$ cat config.mk
export PLATFORM = sky130hd
export DESIGN_NAME = mmio_uart_tx_flat
export DESIGN_NICKNAME = d
export VERILOG_FILES = /design/src/rtl/mmio_uart_tx_if.sv /design/src/rtl/mmio_uart_tx.sv /design/src/flat_wrapper.sv
export SDC_FILE = /design/constraint.sdc
export NUM_CORES = 1
export LEC_CHECK = 0
export CAP_MARGIN = 5
export CORE_MARGIN = 2
export CORE_UTILIZATION = 39
export CTS_BUF_LIST = sky130_fd_sc_hd__clkbuf_8
export DETAILED_ROUTE_END_ITERATION = 10
export GPL_TIMING_DRIVEN = 1
export HOLD_SLACK_MARGIN = 0.05
export MAX_ROUTING_LAYER = met4
export PLACE_DENSITY_LB_ADDON = 0.05
export SYNTH_ARGS = -nofsm -noshare
export SYNTH_HDL_FRONTEND = slang
export SYNTH_SLANG_ARGS = --single-unit
export TNS_END_PERCENT = 50
$ cat constraint.sdc
create_clock -name clk -period 5 [get_ports clk]
set_input_delay 0.75 -clock clk [delete_from_list [all_inputs] [get_ports clk]]
set_output_delay 0.75 -clock clk [all_outputs]
set_load 0.02 [all_outputs]
$ cat src/rtl/mmio_uart_tx_if.sv
// mmio_uart_tx_if: CPU data-memory port as seen from the MEM stage.
//   addr       : byte address
//   write_data : store data
//   mem_read   : one-cycle load strobe
//   mem_write  : one-cycle store strobe
//   read_data  : combinational load response from the peripheral
// master = CPU side, slave = peripheral side.
interface mmio_uart_tx_if;
  logic [31:0] addr;
  logic [31:0] write_data;
  logic        mem_read;
  logic        mem_write;
  logic [31:0] read_data;

  modport master (output addr, write_data, mem_read, mem_write, input read_data);
  modport slave  (input addr, write_data, mem_read, mem_write, output read_data);
endinterface

$ cat src/rtl/mmio_uart_tx.sv
// mmio_uart_tx: memory-mapped 8N1 UART transmitter.
//   TXDATA at BASE_ADDR+0 (store pushes a byte, load reads 0)
//   STATUS at BASE_ADDR+4 (load: {overflow, fifo_empty, fifo_full, busy};
//                          store with bit3 set clears overflow)
// Ports:
//   clk, reset : clock, synchronous active-high reset
//   bus        : data-memory port (slave modport), read_data is combinational
//   o_tx       : registered serial line, idle high
// Build option: define UART_TX_FIFO_EN for a FIFO_DEPTH-entry TX FIFO;
// without it a single holding register buffers one byte.
module mmio_uart_tx #(
  parameter logic [31:0] BASE_ADDR    = 32'h0000_0080,
  parameter int          CLKS_PER_BIT = 234,
  parameter int          FIFO_DEPTH   = 8
) (
  input  logic           clk,
  input  logic           reset,
  mmio_uart_tx_if.slave  bus,
  output logic           o_tx
);

  localparam int BW = $clog2(CLKS_PER_BIT);

  typedef enum logic [1:0] {IDLE, START, DATA, STOP} state_t;

  state_t        state;
  logic [BW-1:0] baud;
  logic [2:0]    bit_idx;
  logic [7:0]    shift;
  logic          overflow;

  logic       sel_data, sel_stat;
  logic       push_req, push_ok, ovf_set, pop;
  logic       fifo_empty, fifo_full, busy, baud_done;
  logic [7:0] head;

  assign sel_data  = (bus.addr == BASE_ADDR);
  assign sel_stat  = (bus.addr == BASE_ADDR + 32'd4);
  assign push_req  = bus.mem_write & sel_data;
  assign baud_done = (baud == BW'(CLKS_PER_BIT - 1));
  assign busy      = (state != IDLE);

  // The serializer pulls a byte either when idle or at the last cycle of a
  // stop bit, which is what makes back-to-back frames gapless.
  assign pop = !fifo_empty && ((state == IDLE) || ((state == STOP) && baud_done));

  // A pop on the same edge frees a slot, so a store into a full buffer is
  // still accepted in that case.
  assign push_ok = push_req && (!fifo_full || pop);
  assign ovf_set = push_req && fifo_full && !pop;

`ifdef UART_TX_FIFO_EN
  localparam int AW = $clog2(FIFO_DEPTH);

  logic [7:0]    mem [FIFO_DEPTH];
  logic [AW-1:0] rd_ptr, wr_ptr;
  logic [AW:0]   count;
  logic          unused_ok;

  assign fifo_empty = (count == '0);
  assign fifo_full  = (count == (AW+1)'(FIFO_DEPTH));
  assign head       = mem[rd_ptr];
  assign unused_ok  = ^bus.write_data[31:8];

  always_ff @(posedge clk) begin
    if (reset) begin
      rd_ptr <= '0;
      wr_ptr <= '0;
      count  <= '0;
    end else begin
      if (push_ok) begin
        mem[wr_ptr] <= bus.write_data[7:0];
        wr_ptr      <= wr_ptr + AW'(1);
      end
      if (pop) rd_ptr <= rd_ptr + AW'(1);
      case ({push_ok, pop})
        2'b10:   count <= count + (AW+1)'(1);
        2'b01:   count <= count - (AW+1)'(1);
        default: count <= count;
      endcase
    end
  end
`else
  logic [7:0] hold;
  logic       hold_vld;
  logic       unused_ok;

  assign fifo_empty = !hold_vld;
  assign fifo_full  = hold_vld;
  assign head       = hold;
  assign unused_ok  = ^{bus.write_data[31:8], 32'(FIFO_DEPTH)};

  always_ff @(posedge clk) begin
    if (reset) begin
      hold_vld <= 1'b0;
    end else if (push_ok) begin
      hold     <= bus.write_data[7:0];
      hold_vld <= 1'b1;
    end else if (pop) begin
      hold_vld <= 1'b0;
    end
  end
`endif

  always_ff @(posedge clk) begin
    if (reset) begin
      overflow <= 1'b0;
    end else if (ovf_set) begin
      overflow <= 1'b1;
    end else if (bus.mem_write && sel_stat && bus.write_data[3]) begin
      overflow <= 1'b0;
    end
  end

  assign bus.read_data = (bus.mem_read && sel_stat) ?
                         {28'b0, overflow, fifo_empty, fifo_full, busy} : 32'b0;

  // o_tx is registered and always assigned the level of the state being
  // entered, so the line changes on the same edge as the state.
  always_ff @(posedge clk) begin
    if (reset) begin
      state   <= IDLE;
      o_tx    <= 1'b1;
      baud    <= '0;
      bit_idx <= '0;
      shift   <= '0;
    end else begin
      case (state)
        IDLE: begin
          o_tx <= 1'b1;
          if (pop) begin
            shift   <= head;
            baud    <= '0;
            bit_idx <= '0;
            state   <= START;
            o_tx    <= 1'b0;
          end
        end
        START: begin
          if (baud_done) begin
            baud  <= '0;
            state <= DATA;
            o_tx  <= shift[0];
          end else begin
            baud <= baud + BW'(1);
          end
        end
        DATA: begin
          if (baud_done) begin
            baud <= '0;
            if (bit_idx == 3'd7) begin
              state <= STOP;
              o_tx  <= 1'b1;
            end else begin
              shift   <= {1'b0, shift[7:1]};
              bit_idx <= bit_idx + 3'd1;
              o_tx    <= shift[1];
            end
          end else begin
            baud <= baud + BW'(1);
          end
        end
        STOP: begin
          if (baud_done) begin
            baud <= '0;
            if (pop) begin
              shift   <= head;
              bit_idx <= '0;
              state   <= START;
              o_tx    <= 1'b0;
            end else begin
              state <= IDLE;
              o_tx  <= 1'b1;
            end
          end else begin
            baud <= baud + BW'(1);
          end
        end
        default: begin
          state <= IDLE;
          o_tx  <= 1'b1;
        end
      endcase
    end
  end

endmodule

$ cat src/flat_wrapper.sv
// flat-port wrapper written by rule: the top's interface ports become plain ports
module mmio_uart_tx_flat 
#(
  parameter logic [31:0] BASE_ADDR    = 32'h0000_0080,
  parameter int          CLKS_PER_BIT = 234,
  parameter int          FIFO_DEPTH   = 8
)
  (clk, reset, o_tx, bus_addr, bus_write_data, bus_mem_read, bus_mem_write, bus_read_data);
  mmio_uart_tx_if bus_i ();
  input  logic clk;
  input  logic reset;
  output logic o_tx;
  input wire logic [$bits(bus_i.addr)-1:0] bus_addr;
  input wire logic [$bits(bus_i.write_data)-1:0] bus_write_data;
  input wire logic [$bits(bus_i.mem_read)-1:0] bus_mem_read;
  input wire logic [$bits(bus_i.mem_write)-1:0] bus_mem_write;
  output wire logic [$bits(bus_i.read_data)-1:0] bus_read_data;
  assign bus_i.addr = bus_addr;
  assign bus_i.write_data = bus_write_data;
  assign bus_i.mem_read = bus_mem_read;
  assign bus_i.mem_write = bus_mem_write;
  assign bus_read_data = bus_i.read_data;
  mmio_uart_tx #(.BASE_ADDR(BASE_ADDR), .CLKS_PER_BIT(CLKS_PER_BIT), .FIFO_DEPTH(FIFO_DEPTH)) u_core (.clk(clk), .reset(reset), .bus(bus_i), .o_tx(o_tx));
endmodule
# Yosys cells after proc, flatten, opt, wreduce, memory -nomap -nowiden
# Index checks and enable logic that the tools add are counted.
# op_classes
add_sub_neg	2
n_eq_ne	13
muxes	31
n_bitwise	2
n_reduce_logical	22
# op_table
op	count
32-bit by 8-bit equality test with 1-bit output (second input constant)	2
8-bit two-way mux	6
8-bit case mux with 3 select lines	1
8-bit case mux with 2 select lines	1
3-bit two-way mux	4
1-bit two-way mux	10
2-bit two-way mux	5
2-bit by 1-bit != test with 1-bit output (second input constant)	5
3-bit case mux with 3 select lines	1
8-bit by 1-bit adder with 8-bit output (second input constant)	1
8-bit equality test (second input constant)	1
1-bit logical AND	8
2-bit case mux with 4 select lines	1
2-bit nonzero test	3
5-bit AND reduction	1
2-bit equality test (second input constant)	2
4-bit two-way mux	1
1-bit case mux with 4 select lines	1
4-bit AND reduction	1
3-bit by 1-bit adder with 3-bit output (second input constant)	1
3-bit equality test (second input constant)	1
3-bit AND reduction	1
3-bit nonzero test	1
3-bit OR reduction	1
other kinds (8)	10
# totals
register_bits	32
input_bits	68

# Depth between registers and ports, before layout
# Gate-level depths: netlist of run 1.
# depth
word_depth	7
depth_mapped	8

# Least setup slack after synthesis of run 1
# No wires, ideal clock.
# synth_timing
path_type	input-to-reg
from	in bus_addr[9]
to	reg u_core.hold[0], in the netlist u_core.head[0] (enable)
setup_time_ps	385
t_arrival_ps	2390
path_slack_ps	2225
stages	4
n_path_buf	0
cell_sequence	nor4b_1 -> nand4_1 -> or4_1 -> nor3b_1
# synth_via
elab_chain_cells	4
# synth_rtl
item	line_no	text
from (decl)	flat_wrapper.sv:13	input wire logic [$bits(bus_i.addr)-1:0] bus_addr;
32-bit by 8-bit equality test with 1-bit output	mmio_uart_tx.sv:37	assign sel_data = (bus.addr == BASE_ADDR);
1-bit bitwise AND	mmio_uart_tx.sv:39	assign push_req = bus.mem_write & sel_data;
1-bit logical AND	mmio_uart_tx.sv:49	assign push_ok = push_req && (!fifo_full || pop);
2-bit AND reduction (no line)	-	
to (signal assigned)	mmio_uart_tx.sv:97	hold <= bus.write_data[7:0];
to (decl)	mmio_uart_tx.sv:84	logic [7:0] hold;
# Every way passes these cells.
# A chain may end at the register's enable or synchronous reset.

# Worst setup path in the final report of run 1
# layout_timing
from	in bus_addr[9]
to	out bus_read_data[0]
# layout_via
elab_chain_cells	3
# layout_rtl
item	line_no	text
32-bit by 8-bit equality test with 1-bit output	mmio_uart_tx.sv:38	assign sel_stat = (bus.addr == BASE_ADDR + 32'd4);
1-bit logical AND	mmio_uart_tx.sv:115	assign bus.read_data = (bus.mem_read && sel_stat) ?
4-bit two-way mux	mmio_uart_tx.sv:115	
to (decl)	flat_wrapper.sv:17	output wire logic [$bits(bus_i.read_data)-1:0] bus_read_data;
# Every way passes these cells.

==> results of run 1 <==
## area by class of cell
| class | count | area (um^2) | area share (%) |
|---|---|---|---|
| Clock inverter | 3 | 23.8 | 0.965 |
| Sequential cell | 32 | 721 | 29.3 |
| Clock buffer | 5 | 68.8 | 2.79 |
| Inverter | 6 | 22.5 | 0.915 |
| Multi-Input combinational cell | 167 | 1050 | 42.8 |
| Tap cell | 67 | 83.8 | 3.40 |
| Timing Repair Buffer | 49 | 488 | 19.8 |
## power groups by stage
stage | sequential [uW] | clock (uW) | combinational [uW]
after floorplan | 295 | 0 | 128
after global placement | 293 | 0 | 178
after detailed placement | 293 | 0 | 178
after CTS | 287 | 210 | 178
after global routing | 290 | 223 | 200
final | 287 | 204 | 178
## worst min-delay path: stages, from the launching register on
cell and delay, ns:
dfxtp_1 0.33, a21oi_1 0.06, o21ai_0 0.06
## state kept, by name, summed over array words and instances (netlist names)
| register | count |
|---|---|
| u_core.bit_idx | 3 |
| u_core.shift | 8 |
| u_core.baud | 8 |
| u_core.fifo_full | 1 |
| u_core.head | 8 |
| u_core.overflow | 1 |
| u_core.o_tx | 1 |
| u_core.state | 2 |
## synthesized netlist by cell type, types with 2 or more instances
cell / number / share of area [%]
a21oi_1: 15 / 3.9
o21ai_0: 8 / 2.1
clkbuf_1: 3 / 0.58
nand4_1: 3 / 0.97
edfxtp_1: 8 / 12
nand3b_1: 3 / 1.2
nand2b_1: 6 / 1.9
or3_4: 2 / 1.2
and2_1: 4 / 1.3
ha_1: 10 / 6.5
a311oi_1: 2 / 0.90
nand2_1: 8 / 1.5
buf_4: 28 / 11
inv_1: 5 / 0.97
o211ai_1: 2 / 0.77
a211oi_1: 6 / 2.3
dfxtp_1: 24 / 25
a211oi_2: 3 / 1.9
or3_1: 2 / 0.65
and3_1: 5 / 1.6
nand3_1: 5 / 1.3
mux2i_1: 8 / 4.1
nor3_1: 3 / 0.77
nor2_1: 20 / 3.9
nor4_1: 6 / 1.9
nor2b_1: 5 / 1.6
## cells by family after synthesis
group | after synthesis | synth area share, %
and+or+nand+nor | 80 | 23.9
AOI/OAI and AO/OA | 41 | 14.5
buffers and inverters | 40 | 13.6
DFF | 32 | 37.2
adders and majority gates | 10 | 6.46
muxes | 8 | 4.13
other | 1 | 0.193
## routing by layer
metal	up-vias	global-route usage (%)
met5	-	-
met4	0	5.56
met3	4	3.66
met2	54	24.3
met1	709	20.0
li1	799	-
## worst min-delay path by stage
stage / startpoint / endpoint / slack, ns / cells past startpoint
after detailed placement: u_core.baud[7] / u_core.baud[7] / 0.47 / 1
final: u_core.o_tx / u_core.o_tx / 0.47 / 2
after global routing: u_core.bit_idx[0] / u_core.bit_idx[0] / 0.51 / 2
after CTS: u_core.baud[7] / u_core.baud[7] / 0.48 / 1
after global placement: u_core.o_tx / u_core.o_tx / 0.46 / 2
after floorplan: u_core.baud[7] / u_core.baud[7] / 0.44 / 1
## through the flow
stage | hold slack [ns] | util (%) | cell area [um^2] | power, uW | instances
floorplan | 0.440 | - | 2040 | 423 | 239
global placement | 0.459 | 49.8 | 2370 | 471 | 321
detailed placement | 0.466 | 49.8 | 2370 | 471 | 321
CTS | 0.477 | 51.8 | 2460 | 676 | 329
global route | 0.510 | 51.8 | 2460 | 713 | 329
finish | 0.475 | 51.8 | 2460 | 669 | 329
==> reports/qor.csv, run 1 <==
stage,metric,value,unit
outcome,status,finished clean,
yosys,Post-Synthesis Cells,212,
detailed_routing,final wirelength,3780,um
detailed_routing,vias per cell,4.76,
timing,"Hold Violations, Final",0,
layout,"commonest non-fill, non-tap cell in the layout",clkdlybuf4s50_1,
timing,minimum clock period,3.61,ns
yosys,Synth Flop Type,dfxtp_1,
grt,vias in the first global route,1496,
detailed_routing,met1 wire length,1720,um
floorplanning,row count,25,
worst_hold_path,HP Class,register to register,
setup_path,critical-path maximum fanout,4,
yosys,synth unique cells,44,
setup_path,Critical Path End,bus_read_data[0],
setup_path,Crit path required time,4.25,ns
clocking,Clock Tree Buf Depth,2,
clocking,TritonCTS clock tree,yes,
setup_path,Crit. End Element,output pin,
pwr,Leakage,0.000886,uW
place,pre-CTS setup slack,1.35,ns
timing,Fin Setup TNS,0,ns
detailed_routing,iteration-0 DRC count of the detailed router,73,
pwr,Reg power frac,43.0,%
setup_path,most used cell along the critical path,clkdlybuf4s50_1,
grt,initial antenna violation count,0,
yosys,Post-synth EDFFs,8,
timing,RSZ-0062 raised after global routing,false,
layout,layout cells sized above 1,7.25,%
yosys,"Seq/Total Area, Yosys",37.2,%
pwr,sw frac,32.8,%
layout,n_diodes,0,
place,Buffers on Ports,48,
layout,Area Growth Syn to Fin,27.0,%
clocking,hold buffers post-CTS,0,
pwr,NetSw,219,uW
floorplanning,Die Width,74.5,um
yosys,Syn Area/Cell,9.14,um^2
grt,largest net degree at the start of global routing,26,
clocking,clk sinks,32,
yosys,Post-Syn Area,0.00194,mm^2
detailed_routing,metal3 WL,227,um
timing,max-slew violation count,0,
floorplanning,Die H,74.5,um
timing,fmax,0.277,GHz
clocking,clk_lat worst skew,0.29,ns
setup_path,CP max-delay cell,clkdlybuf4s50_1,
clocking,CTS root buf,clkbuf_8,
detailed_routing,DR vias,1566,
setup_path,crit start category,input port,
layout,Nets,339,
detailed_routing,drt drc,0,
timing,final setup fails,0,
setup_path,Worst Reg-to-Reg Cells,7,
detailed_routing,DR WL met2,1780,um
pwr,Internal,449,uW
grt,overall routing resource usage,15.7,%
flow_run,Max Cap Violations,0,
pwr,Gate power share,26.6,%
floorplanning,I/O pin count,101,
timing,actual slew at the worst max-slew pin,1.05,ns
detailed_routing,highest metal layer with signal wires,met4,
setup_path,Worst R2R Setup Slack,2.68,ns
floorplanning,core footprint,0.00475,mm^2
clocking,Post-CTS Setup Inserts,0,
floorplanning,Starting Density,40.8,%
timing,period utilization,72.3,%
timing,slew margin rel.,30.0,%
pwr,Power per Cell Area,272,mW/mm^2
yosys,Yosys warning count,0,
setup_path,FF-to-FF End,u_core.shift[7],
grt,first-pass GRT wire length,6500,um
clocking,"Reg clk slew, reported paths",0.07,ns
setup_path,Top delay family on crit path,simple AND/OR/NAND/NOR gates,
yosys,Async SR Flop Fraction,0,%
pwr,VDD IR max,0.166,mV
clocking,PostCTS Resize Cnt,0,
detailed_routing,Antenna Violating Nets Remaining,0,
timing,skew final,0.00682,ns
layout,FILL cells,465,
setup_path,max incr delay on CP,0.62,ns
clocking,H-tree depth,2,
detailed_routing,DR WL/cell,11.5,um
place,RePlAce Congestion,0.769,
timing,final setup margin,1.39,ns
setup_path,WP data arrival,2.86,ns
setup_path,Crit path buffers/inverters,2,
setup_path,Crit path depth,7,
layout,most frequent cells in the layout,"clkdlybuf4s50_1, conb_1, dfxtp_1, nor2_1, a21oi_1",
pwr,Clk pwr share,30.5,%
floorplanning,Die Area,0.00555,mm^2
setup_path,crit path from,bus_addr[9],
grt,grt total ovfl,0,
yosys,Seq cells post-synth,32,
setup_path,crit-path cells,"clkdlybuf4s50_1, nor4b_1, nand4_1, nor2_1, and3_1, nor2b_1, clkdlybuf4s50_1",
setup_path,worst reg2reg path startpoint,u_core.state[0],
clocking,CTS buffer count,5,
detailed_routing,router iterations before antenna repair,4,
place,DP HPWL,2890,um
setup_path,Crit Path Class,input port to output pin,
No activity file was read; power rests on OpenSTA's default activity.
==> run 2: changes to the inputs <==
--- a/config.mk
+++ b/config.mk
@@ -7,7 +7,7 @@
 export LEC_CHECK = 0
 export CAP_MARGIN = 5
 export CORE_MARGIN = 2
-export CORE_UTILIZATION = 39
+export CORE_UTILIZATION = 37
 export CTS_BUF_LIST = sky130_fd_sc_hd__clkbuf_8
 export DETAILED_ROUTE_END_ITERATION = 10
 export GPL_TIMING_DRIVEN = 1
==> constraint.sdc (replaced) <==
create_clock -name clk -period 2.9 [get_ports clk]
set_input_delay 0.435 -clock clk [delete_from_list [all_inputs] [get_ports clk]]
set_output_delay 0.435 -clock clk [all_outputs]
set_load 0.02 [all_outputs]
==> run 2 against run 1 <==
Count of clock-buffer cells in the layout unchanged. Setup slack got worse by 1.1 ns. Combinational power increased by 73%. First-iteration DRC count decreased by 25%. Critical path depth unchanged. Via count increased by 1.1%. Routed wire length increased by 3.2%. Sequential cell count unchanged. Core utilization decreased by 2.3 points. Die area increased by 5.1%. Global-route usage decreased by 0.92 points. Cell count increased by 2.4%.
==> reports/qor.csv, run 2 (synthesized netlist as in run 1, its figures left out) <==
stage,metric,value,unit,change
outcome,status,finished clean,,unchanged
timing,fmax,0.383,GHz,
clocking,CTS buffer count,5,,unchanged
layout,Nets,344,,was 339
grt,largest net degree at the start of global routing,25,,was 26
clocking,clk sinks,32,,unchanged
layout,Finished Cell Area,0.00251,mm^2,was 0.00246 mm^2
pwr,Power per Cell Area,485,mW/mm^2,was 272 mW/mm^2
floorplanning,Starting Density,38.2,%,was 40.8%
detailed_routing,drt drc,0,,unchanged
pwr,Internal,858,uW,was 449 uW
pwr,Reg power frac,40.6,%,was 43.0%
worst_hold_path,Cells on Worst Hold Path,2,,unchanged
pwr,Leakage,0.000949,uW,was 0.000886 uW
timing,skew final,0.00728,ns,was 0.00682 ns
timing,minimum clock period,2.61,ns,
worst_hold_path,hold_sp,u_core.o_tx,,unchanged
pwr,total design power,1220,uW,was 669 uW
timing,Fin Setup TNS,0,ns,unchanged
grt,grt total ovfl,0,,unchanged
setup_path,crit-path cells,"clkdlybuf4s50_1, nor4_1, nand4_1, nor2_1, and3_1, and2_1, dlygate4sd2_1",,"was clkdlybuf4s50_1, nor4b_1, nand4_1, nor2_1, and3_1, nor2b_1, clkdlybuf4s50_1"
setup_path,Top delay family on crit path,simple AND/OR/NAND/NOR gates,,unchanged
detailed_routing,iteration-0 DRC count of the detailed router,55,,was 73
floorplanning,Die Width,76.4,um,was 74.5 um
clocking,clk_lat worst skew,0.28,ns,was 0.29 ns
layout,most frequent cells in the layout,"clkdlybuf4s50_1, conb_1, dfxtp_1, nor2_1, a21oi_1",,unchanged
setup_path,Worst Reg-to-Reg Cells,7,,unchanged
clocking,Post-CTS Setup Inserts,0,,unchanged
setup_path,Crit Path Class,input port to output pin,,unchanged
clocking,CTS root buf,clkbuf_8,,unchanged
layout,Area Growth Syn to Fin,29.7,%,was 27.0%
floorplanning,Die Area,0.00583,mm^2,was 0.00555 mm^2
place,Buffers on Ports,48,,unchanged
timing,final setup fails,0,,unchanged
flow_run,Max Cap Violations,0,,unchanged
grt,first-pass GRT wire length,6820,um,was 6500 um
setup_path,WP data arrival,2.18,ns,was 2.86 ns
setup_path,crit path from,bus_addr[13],,was bus_addr[9]
setup_path,crit start category,input port,,unchanged
detailed_routing,DR WL/cell,11.6,um,was 11.5 um
pwr,sw frac,29.6,%,was 32.8%
timing,RSZ-0062 raised after global routing,false,,unchanged
floorplanning,Die H,76.4,um,was 74.5 um
pwr,Clk pwr share,34.1,%,was 30.5%
setup_path,Worst R2R Setup Slack,0.68,ns,was 2.68 ns
grt,initial antenna violation count,0,,unchanged
place,placed cell area,0.00241,mm^2,was 0.00237 mm^2
clocking,"Reg clk slew, reported paths",0.06,ns,was 0.07 ns
pwr,NetSw,360,uW,was 219 uW
layout,n_diodes,0,,unchanged
layout,"commonest non-fill, non-tap cell in the layout",clkdlybuf4s50_1,,unchanged
pwr,Gate power share,25.3,%,was 26.6%
grt,overall routing resource usage,14.8,%,was 15.7%
clocking,H-tree depth,2,,unchanged
worst_hold_path,Hold Crit Endpoint,u_core.o_tx,,unchanged
place,RePlAce Congestion,0.785,,was 0.769
setup_path,FF-to-FF End,u_core.shift[6],,was u_core.shift[7]
setup_path,max incr delay on CP,0.40,ns,was 0.62 ns
floorplanning,core footprint,0.00507,mm^2,was 0.00475 mm^2
setup_path,CP max-delay cell,clkdlybuf4s50_1,,unchanged
detailed_routing,router iterations before antenna repair,4,,unchanged
clocking,hold buffers post-CTS,0,,unchanged
detailed_routing,vias per cell,4.70,,was 4.76
floorplanning,I/O pin count,101,,unchanged
layout,layout cells sized above 1,8.61,%,was 7.25%
pwr,VDD IR max,0.284,mV,was 0.166 mV
grt,vias in the first global route,1532,,was 1496
detailed_routing,final wirelength,3900,um,was 3780 um
clocking,Clock Tree Buf Depth,2,,unchanged
layout,fin util,49.5,%,was 51.8%
clocking,TritonCTS clock tree,yes,,unchanged
timing,max-slew violation count,0,,unchanged
detailed_routing,DR vias,1584,,was 1566
clocking,PostCTS Resize Cnt,4,,was 0
setup_path,worst reg2reg path startpoint,u_core.state[0],,unchanged
setup_path,critical-path maximum fanout,4,,unchanged
detailed_routing,Antenna Violating Nets Remaining,0,,unchanged
timing,period utilization,90.1,%,
place,DP HPWL,2950,um,was 2890 um
timing,"Hold Violations, Final",0,,unchanged
floorplanning,row count,26,,was 25
setup_path,Crit. End Element,output pin,,unchanged
worst_hold_path,HP Class,register to register,,unchanged
setup_path,Crit path required time,2.47,ns,was 4.25 ns
timing,WHS,0.465,ns,was 0.475 ns
setup_path,Crit path buffers/inverters,2,,unchanged
[run 2: cell count changes in the layout (fill, tap and decap cells not counted), sizes merged]
cell	previous run	this run
buf	1	6
clkdlybuf4s50	48	44
dlygate4sd2	0	4
clkinvlp	2	0
bufinv	0	1
inv	6	7
[run 2: worst max path at each step]
stage / to / cells after the start
global route: bus_read_data[0] / 7
detailed placement: bus_read_data[0] / 7
CTS: bus_read_data[0] / 7
floorplan: u_core.head[0] / 4
finish: bus_read_data[1] / 7
global placement: bus_read_data[0] / 7
[run 2: metal layers]
layer	up-vias	wire length, um	global-route usage [%]
met3	4	229	3.20
met1	705	1810	18.4
met2	62	1820	23.5
met5	-	0	-
met4	0	36	5.45
li1	813	-	-
[run 2: power groups by stage]
stage | Combinational [uW] | Sequential (uW) | Clock (uW)
floorplan | 220 | 509 | 0
global route | 348 | 499 | 453
global placement | 309 | 505 | 0
detailed placement | 311 | 505 | 0
CTS | 311 | 494 | 432
finish | 308 | 495 | 415
[run 2: worst min-delay path, cell delays in order (launching register included)]
cell,delay [ns]
dfxtp_1,0.32
a21oi_1,0.05
o21ai_0,0.06
[run 2: cell type report]
type                            count  area [um^2]
Timing Repair Buffer               54          520
Multi-Input combinational cell    167         1050
Clock buffer                        5         68.8
Tap cell                           70         87.6
Fill cell                         504         2560
Sequential cell                    32          721
Inverter                            6         22.5
Clock inverter                      3         38.8
[run 2: metrics by stage]
stage / setup slack [ns] / instances
floorplan: 0.440 / 239
global placement: -0.00871 / 329
detailed placement: -0.0381 / 329
CTS: 0.235 / 337
global route: 0.119 / 337
finish: 0.288 / 337
==> run 3: changes to the inputs <==
--- a/config.mk
+++ b/config.mk
@@ -6,6 +6,7 @@
 export NUM_CORES = 1
 export LEC_CHECK = 0
 export CAP_MARGIN = 5
+export CORE_ASPECT_RATIO = 0.75
 export CORE_MARGIN = 2
 export CORE_UTILIZATION = 37
 export CTS_BUF_LIST = sky130_fd_sc_hd__clkbuf_8
@@ -14,6 +15,7 @@
 export HOLD_SLACK_MARGIN = 0.05
 export MAX_ROUTING_LAYER = met4
 export PLACE_DENSITY_LB_ADDON = 0.05
+export SLEW_MARGIN = 25
 export SYNTH_ARGS = -nofsm -noshare
 export SYNTH_HDL_FRONTEND = slang
 export SYNTH_SLANG_ARGS = --single-unit
==> run 3 against run 2 <==
First-iteration DRC count grew 25%. Critical path depth unchanged. Sequential power hardly changed. Largest cell class unchanged. Register-to-register slack got worse by 0.10 ns. Routed wire length increased by 8.9%. Die area grew 0.10%. Non-clock buffer count fell by 1. Highest routed layer unchanged. Total power rose by 3.0%. Critical path type unchanged. Core utilization increased by 1.0 points.
==> reports/qor.csv, run 3 (synthesized netlist as in run 1, its figures left out) <==
stage,metric,value,unit,change
detailed_routing,vias per cell,4.71,,was 4.70
clocking,clk sinks,32,,unchanged
setup_path,WP data arrival,2.23,ns,was 2.18 ns
layout,n_diodes,0,,unchanged
setup_path,Crit Path Class,input port to output pin,,unchanged
layout,Area Growth Syn to Fin,29.9,%,was 29.7%
layout,FILL cells,519,,was 504
detailed_routing,DR vias,1593,,was 1584
floorplanning,Starting Density,38.9,%,was 38.2%
timing,period utilization,91.8,%,was 90.1%
setup_path,worst reg2reg path startpoint,u_core.state[0],,unchanged
grt,largest net degree at the start of global routing,19,,was 25
detailed_routing,DR WL/cell,12.6,um,was 11.6 um
grt,initial antenna violation count,0,,unchanged
detailed_routing,drt drc,0,,unchanged
timing,RSZ-0062 raised after global routing,false,,unchanged
setup_path,Crit path required time,2.47,ns,about the same
detailed_routing,router iterations before antenna repair,4,,unchanged
worst_hold_path,Hold Crit Endpoint,u_core.shift[7],,was u_core.o_tx
flow_run,Max Cap Violations,0,,unchanged
clocking,CTS buffer count,5,,unchanged
floorplanning,Die Area,0.00584,mm^2,was 0.00583 mm^2
clocking,CTS root buf,clkbuf_8,,unchanged
floorplanning,Die H,66.7,um,was 76.4 um
floorplanning,core footprint,0.00498,mm^2,was 0.00507 mm^2
clocking,clk_lat worst skew,0.28,ns,about the same
pwr,VDD IR max,0.359,mV,was 0.284 mV
grt,vias in the first global route,1450,,was 1532
worst_hold_path,Cells on Worst Hold Path,2,,unchanged
timing,final setup fails,0,,unchanged
timing,"Hold Violations, Final",0,,unchanged
setup_path,Crit. End Element,output pin,,unchanged
timing,skew final,0.00699,ns,was 0.00728 ns
place,RePlAce Congestion,0.777,,was 0.785
pwr,Power per Cell Area,498,mW/mm^2,was 485 mW/mm^2
place,Buffers on Ports,48,,unchanged
clocking,TritonCTS clock tree,yes,,unchanged
timing,max-slew violation count,0,,unchanged
timing,actual slew at the worst max-slew pin,0.565,ns,
place,DP HPWL,3290,um,was 2950 um
setup_path,critical-path maximum fanout,4,,unchanged
floorplanning,Die Width,87.6,um,was 76.4 um
timing,final setup margin,0.238,ns,was 0.288 ns
grt,first-pass GRT wire length,6670,um,was 6820 um
setup_path,Worst R2R Setup Slack,0.58,ns,was 0.68 ns
layout,layout cells sized above 1,8.27,%,was 8.61%
detailed_routing,Antenna Violating Nets Remaining,0,,unchanged
timing,minimum clock period,2.66,ns,was 2.61 ns
timing,slew margin rel.,62.3,%,
floorplanning,row count,22,,was 26
detailed_routing,iteration-0 DRC count of the detailed router,69,,was 55
pwr,Leakage,0.000943,uW,was 0.000949 uW
layout,fin util,50.5,%,was 49.5%
worst_hold_path,hold_sp,u_core.shift[7],,was u_core.o_tx
setup_path,Worst Reg-to-Reg Cells,7,,unchanged
worst_hold_path,HP Class,register to register,,unchanged
layout,most frequent cells in the layout,"clkdlybuf4s50_1, conb_1, dfxtp_1, nor2_1, a21oi_1",,unchanged
clocking,H-tree depth,2,,unchanged
floorplanning,I/O pin count,101,,unchanged
place,pre-CTS setup slack,-0.0534,ns,was -0.0381 ns
setup_path,crit start category,input port,,unchanged
layout,Nets,343,,was 344
layout,"commonest non-fill, non-tap cell in the layout",clkdlybuf4s50_1,,unchanged
clocking,"Reg clk slew, reported paths",0.07,ns,was 0.06 ns
setup_path,FF-to-FF End,u_core.shift[2],,was u_core.shift[6]
clocking,Clock Tree Buf Depth,2,,unchanged
detailed_routing,final wirelength,4240,um,was 3900 um
pwr,total design power,1250,uW,was 1220 uW
outcome,status,finished clean,,unchanged
grt,overall routing resource usage,15.4,%,was 14.8%
timing,fmax,0.376,GHz,was 0.383 GHz
grt,grt total ovfl,0,,unchanged
## run 3: final cells by class
cell class | count | area (um^2) | area share, %
multi-input cells | 167 | 1050 | 41.9
flip-flops and latches | 32 | 721 | 28.6
repair buffers | 53 | 513 | 20.4
well taps | 72 | 90.1 | 3.58
clock buffers | 6 | 82.6 | 3.28
clock inverters | 2 | 33.8 | 1.34
inverters | 6 | 22.5 | 0.895
## run 3: worst max-delay path by stage
stage / start / to / slack, ns / cells past startpoint
after floorplan: bus_addr[9] / u_core.head[0] / 0.44 / 4
after global placement: bus_addr[27] / bus_read_data[0] / -0.07 / 7
after detailed placement: bus_addr[9] / bus_read_data[0] / -0.05 / 7
after CTS: bus_addr[9] / bus_read_data[0] / 0.23 / 7
after global routing: bus_addr[14] / bus_read_data[0] / 0.11 / 7
final: bus_addr[9] / bus_read_data[0] / 0.24 / 7
## run 3: layer usage
layer / wire, um / share of wire [%] / track usage, %
met5: 0 / 0 / -
met4: 52 / 1.2 / 5.19
met3: 373 / 8.8 / 4.09
met2: 1720 / 41 / 23.2
met1: 2100 / 49 / 20.0
## run 3: metrics by stage
step / cell area, um^2 / instances / TNS [ns] / hold WS (ns)
2_1_floorplan: 2040 / 239 / 0 / 0.440
4_1_cts: 2520 / 338 / 0 / 0.479
6_report: 2520 / 338 / 0 / 0.478
3_5_place_dp: 2410 / 330 / -0.148 / 0.468
5_1_grt: 2520 / 338 / 0 / 0.499
3_3_place_gp: 2410 / 330 / -0.216 / 0.462
## run 3: worst max-delay path: stages
cell and delay [ns]:
clkdlybuf4s50_1 0.40, nor4b_1 0.33, nand4_1 0.17, nor2_1 0.15, and3_1 0.23, nor2b_1 0.14
dlygate4sd2_1 0.37
## run 3: power breakdown
part,internal [uW],switching [uW]
Clock,277,167
Sequential,475,21.7
Combinational,131,182
Total,883,371
## run 3: repair_timing
item,CTS,global route
hold endpoints to repair,0,0
setup endpoints to repair,4,0
hold buffers,0,0
resized for setup,4,0
setup buffers,0,0
